### config.mk
export PLATFORM = sky130hd
export DESIGN_NAME = rr_grant_encoder
export DESIGN_NICKNAME = d
export VERILOG_FILES = /design/src/rtl/rr_grant_encoder.sv
export SDC_FILE = /design/constraint.sdc
export NUM_CORES = 1
export LEC_CHECK = 0
export CAP_MARGIN = 20
export CORE_UTILIZATION = 30
export DETAILED_ROUTE_END_ITERATION = 7
export GPL_TIMING_DRIVEN = 0
export PLACE_DENSITY_LB_ADDON = 0.25
export SLEW_MARGIN = 30
export SYNTH_ARGS = -nofsm -noshare
export SYNTH_HDL_FRONTEND = slang
export SYNTH_SLANG_ARGS = --single-unit
### constraint.sdc
create_clock -name clk -period 8.47 [get_ports clk]
set_input_delay 2.541 -clock clk [delete_from_list [all_inputs] [get_ports clk]]
set_output_delay 2.541 -clock clk [all_outputs]
set_load 0.005 [all_outputs]
### src/rtl/rr_grant_encoder.sv
// Round-robin arbiter with registered binary grant index and bounded tenure.
// Every release is followed by one idle turnaround cycle before re-arbitration.
module rr_grant_encoder #(
    parameter int WIDTH    = 3,
    parameter int MAX_HOLD = 16
) (
    input  logic                  clk,
    input  logic                  rst_n,
    input  logic [2**WIDTH-1:0]   req,
    output logic                  gnt_vld,
    output logic [WIDTH-1:0]      gnt_idx,
    output logic                  gnt_expired
);

    localparam int N  = 2**WIDTH;
    localparam int HW = $clog2(MAX_HOLD + 1);

    typedef enum logic {
        IDLE  = 1'b0,
        GRANT = 1'b1
    } state_e;

    state_e           state_q, state_d;
    logic [WIDTH-1:0] ptr_q, ptr_d;
    logic [HW-1:0]    hold_q, hold_d;
    logic [WIDTH-1:0] idx_q, idx_d;
    logic             vld_q, vld_d;
    logic             exp_q, exp_d;

    logic [WIDTH-1:0] win;
    logic             any_req;
    logic             drop;
    logic             tmo;
    logic             rel;

    // Scan downward so the candidate closest to ptr overwrites the rest.
    always_comb begin
        win     = ptr_q;
        any_req = |req;
        for (int k = N - 1; k >= 0; k--) begin
            if (req[ptr_q + WIDTH'(k)]) begin
                win = ptr_q + WIDTH'(k);
            end
        end
    end

    assign drop = !req[idx_q];
    assign tmo  = (hold_q == HW'(MAX_HOLD));
    assign rel  = drop || tmo;

    always_ff @(posedge clk or negedge rst_n) begin
        if (!rst_n) begin
            state_q <= IDLE;
            ptr_q   <= '0;
            hold_q  <= '0;
            idx_q   <= '0;
            vld_q   <= 1'b0;
            exp_q   <= 1'b0;
        end else begin
            state_q <= state_d;
            ptr_q   <= ptr_d;
            hold_q  <= hold_d;
            idx_q   <= idx_d;
            vld_q   <= vld_d;
            exp_q   <= exp_d;
        end
    end

    always_comb begin
        state_d = state_q;
        unique case (state_q)
            IDLE: begin
                if (any_req) begin
                    state_d = GRANT;
                end
            end
            GRANT: begin
                if (rel) begin
                    state_d = IDLE;
                end
            end
            default: state_d = IDLE;
        endcase
    end

    always_comb begin
        ptr_d  = ptr_q;
        hold_d = hold_q;
        idx_d  = idx_q;
        vld_d  = vld_q;
        exp_d  = 1'b0;
        unique case (state_q)
            IDLE: begin
                vld_d = 1'b0;
                if (any_req) begin
                    idx_d  = win;
                    vld_d  = 1'b1;
                    hold_d = HW'(1);
                end
            end
            GRANT: begin
                if (rel) begin
                    vld_d  = 1'b0;
                    ptr_d  = idx_q + WIDTH'(1);
                    hold_d = '0;
                    // A coincident drop wins, so expiry flags only a live request.
                    exp_d  = tmo && !drop;
                end else begin
                    hold_d = hold_q + HW'(1);
                end
            end
            default: begin
                vld_d  = 1'b0;
                hold_d = '0;
            end
        endcase
    end

    assign gnt_vld     = vld_q;
    assign gnt_idx     = idx_q;
    assign gnt_expired = exp_q;

endmodule

# == After elaboration in Yosys (flattened, before gate mapping) ==
# Index checks and enable logic that the tools add are counted.
# totals
in_bits,10
regBits,14
# classes
n_bitwise,1
reduce_logical,6
n_eq_ne,3
mux,36
addsub,9
magnitude_cmp,9
# op_table
cell,count
"3-bit by 4-bit < comparator with 1-bit output, second input constant",9
1-bit binary-select mux with 3-bit select,9
3-bit 2-to-1 mux,8
1-bit 2-to-1 mux,14
"3-bit adder, second input constant",4
5-bit 2-to-1 mux,2
5-bit one-hot mux with 2 select lines,1
8-bit OR reduction,1
"3-bit by 1-bit adder with 3-bit output, second input constant",2
"3-bit by 2-bit adder with 3-bit output, second input constant",2
"5-bit by 1-bit adder with 5-bit output, second input constant",1
"5-bit equality test, second input constant",1
1-bit one-hot mux with 2 select lines,2
2-bit AND reduction,2
"2-bit by 1-bit inequality test with 1-bit output, second input constant",1
"2-bit inequality test, second input constant",1
1-bit logical AND,1
1-bit logical NOT,1
1-bit logical OR,1
1-bit inverter,1

# == Longest topological paths before layout ==
# depth
word_depth,11
mapped_depth,11

# == Worst setup path after synthesis ==
# Ideal clock, no wire load.
# synth_timing
kind,input-to-reg
start,input port req[4]
end,"register idx_q[0], in the netlist gnt_idx[0]"
arrival_ns,3.958
required_ns,8.342
setup_time_ns,0.128
slack_ns,4.384
cell_stages,6
path_cell_list,mux4_2 mux2_2 o21a_1 o311ai_2 mux2i_1 nand3_1
# synth_between
elab_chain_len,10
elab_cells_between_ends,26
cone_classes,mux (24); reduce/logical (2)
# synth_rtl
element,line_no,text
start: declaration,9,"input logic [2**WIDTH-1:0] req,"
1-bit binary-select mux with 3-bit select,41,if (req[ptr_q + WIDTH'(k)]) begin
1-bit 2-to-1 mux (not written as such),41,
3-bit 2-to-1 mux (8 in a row),41,
end signal: assignment,63,idx_q <= idx_d;
end: declaration,26,"logic [WIDTH-1:0] idx_q, idx_d;"
# Several ways; a longest one is shown, not always the timed one. The select of a mux whose other input is x is not followed.
# A chain may end at the register's enable or synchronous reset.

# == Worst setup path in the final report ==
# layout_timing
start,input port req[0]
end,"register idx_q[0], in the netlist gnt_idx[0]"
# Same word-level chain as after synthesis.

==> metrics <==
RSZ-0062 raised after global routing=no; Cell Pwr Density=437 nW/um2; final critical delay including setup and external delays=4560 ps; Critical Path Start Type=primary input; Cell variety after synth=42; result of the run=finished clean; Slew Limit Headroom=0.578; number of levels in the clock H-tree=1; CTS tree=yes; wire length of the first global-routing pass=5890 um; overall via count from detail_route=1316; vias in the first global route=1221; root buffer selected by CTS=clkbuf_8; area of the placeable core=4790 um2; number of antenna-violating nets in the routed design=0; Cell Count, Final, Fillers Out=247; initial drt markers=32; register bit total from synthesis=14; Post-CTS Resized=0; DRT Pass-1 Iters=4; Total Die Area=5340 um2; share of flip-flops with an asynchronous set or reset=1.00; DRC violations left=0; number of enable flip-flop cells after synthesis=0; top cell family by delay on the critical path=multiplexers; number of buffers and inverters on the critical path=1; number of hold violations in the final report=0; required time of the critical path=8590 ps; Post-Synthesis Cells=162; Synth top area share=0.231; number of placement rows=25; largest stage delay on the critical path=600 ps; initial antenna violation count=0; most frequent cell after synthesis=a21oi_1; global routing usage summed across all routing layers=0.141; Crit. End Element=flip-flop; cell total after placement=243; fraction of final layout cells with drive strength greater than 1=0.178; final-report setup violation count=0; count of yosys warnings during synthesis=0; starting density of the core=0.317; total I/O pin count=15; Die X-Extent=73.1 um; library cell occupying the most area in the post-synthesis netlist=dfrtp_1; final weighted congestion in routability-driven placement=0.881; die height=73.1 um; # diodes=0; nets=196; Clk pin slew, worst setup/hold paths=60 ps; worst voltage drop across the vdd grid=133 uV; transition time of the tightest slew-check pin=631 ps; via/cell ratio=5.33; crit path max-delay cell type=mux4_2; arrival time at the worst endpoint=4680 ps; post-synthesis area per instance=9.36 um2; prevailing post-synth register cell=dfrtp_1; sum of routed wire length over all layers=3550 um; leakage power total=0.710 nW; port bufs=14; Max Clock Freq=219 MHz; post-route fraction of the period consumed by the critical path=0.538; most numerous cell types in the synthesized netlist=15 x a21oi_1, 14 x dfrtp_1, 14 x mux4_2, 13 x nand2_1, 12 x nor2_1; number of pins with negative max-slew slack in the final report=0; number of buffers created by CTS=3; main area contributors after synthesis=dfrtp_1 23%, mux4_2 21%, a21oi_1 5.0%; buffers inserted during post-CTS setup optimization=0; pin count of the biggest net entering global routing=15; total negative setup slack=0 ps; maximum fanout count along the critical path=9; kind of critical path=in -> reg; GRT Residual Overflow=0; worst hold path class=reg -> reg; part of the Yosys area used for sequential elements=0.231; half-perimeter wire length after placement=2670 um; max_cap viols=0; clock net sink count=14; average wire length per cell after detail routing=14.4 um; maximum buffer depth of the clock tree=2; Hold Buf Count CTS=0; Max Clock Skew=1.99 ps; worst-path cell chain=clkdlybuf4s50_1 > mux4_2 > mux2_2 > o21a_1 > o311ai_2 > mux2i_1 > nand3_1; area added between synthesis and finish=18.4%; FILL cells=483; Worst-Skew Late Latency=240 ps; synthesized cell area=1520 um2; post-synth net total=177
==> kinds of logic (layout without fill, tap and decap cells) <==
logic type,after synthesis,in the layout,synth area share
simple gates,45,45,0.139
fa+ha+maj,5,5,0.0413
mux,27,27,0.301
xor+xnor,4,4,0.0231
buf+inv,20,38,0.0652
flops,14,14,0.231
compound gates,47,47,0.199
==> flip-flops by register name, summed over array words and instances (netlist names) <==
register and count:
ptr_q 3, state_q 1, gnt_vld 1, gnt_expired 1, hold_q 5, gnt_idx 3
==> routing by layer <==
metal	track usage	up-vias	part of all wire
met5	0	-	0
met4	0.0131	0	0
met3	0.0262	0	0.059
met2	0.215	27	0.44
met1	0.213	635	0.50
li1	-	654	-
==> per-stage QoR <==
stage / hold WS, ps / power, W / cell area (um2) / utilization / worst slack, ps
global route: 506 / 0.000851 / 1800 / 0.375 / 3750
detailed placement: 473 / 0.000718 / 1740 / 0.364 / 3650
CTS: 492 / 0.000787 / 1800 / 0.375 / 3920
floorplan: 445 / 0.000589 / 1520 / - / 4380
global placement: 475 / 0.000722 / 1740 / 0.364 / 3630
finish: 485 / 0.000785 / 1800 / 0.375 / 3910
==> area by class of cell <==
cell class,instances,area (um2),area share
timing repair buffer,14,140,0.0780
inverter,12,45.0,0.0251
clock buffer,4,55.1,0.0307
multi-input combinational,128,1070,0.594
sequential,14,350,0.195
buffer,8,53.8,0.0300
tap,67,83.8,0.0467
==> placed cells by master (no fill, tap or decap), types with 2 or more instances in the layout <==
master and count:
a21oi_1 15, nand3_1 5, xnor2_1 2, xor2_1 2
buf_6 3, o21ai_1 2, nor3_1 4, clkdlybuf4s50_1 14
o22ai_1 2, and3_1 2, dfrtp_1 14, mux2i_1 7
mux2_2 5, mux4_2 14, clkbuf_1 4, inv_1 11
o31ai_1 2, nand2_1 13, nor2b_1 2, o21ai_0 11
nor4_1 2, o211ai_1 2, nor2_1 12, a211oi_1 3
clkbuf_8 4, ha_1 5
==> final timing paths <==
kind,end,slack [ps],from,cells past startpoint
setup / recovery,gnt_idx[0],3910,req[0],7
max in group asynchronous,gnt_idx[0],5380,rst_n,1
setup reg to reg,gnt_idx[0],5120,ptr_q[1],10
hold / removal,hold_q[4],490,hold_q[4],1
min in group asynchronous,hold_q[3],2690,rst_n,1
hold reg to reg,hold_q[4],490,hold_q[4],1
==> worst register-to-register path: cells and delay by family, from the launching register on <==
family / cells / cell delay, ps
mux: 3 / 1150
buf+inv: 3 / 840
flops: 1 / 450
compound gates: 2 / 370
fa+ha+maj: 1 / 350
simple gates: 1 / 80
==> where the power goes <==
group / total (W) / internal, W / switching, W
registers: 0.000121 / 0.0000927 / 0.0000287
logic: 0.000599 / 0.000281 / 0.000318
clock network: 0.0000647 / 0.0000412 / 0.0000235
Note: power is estimated with default switching activity, not from simulation.
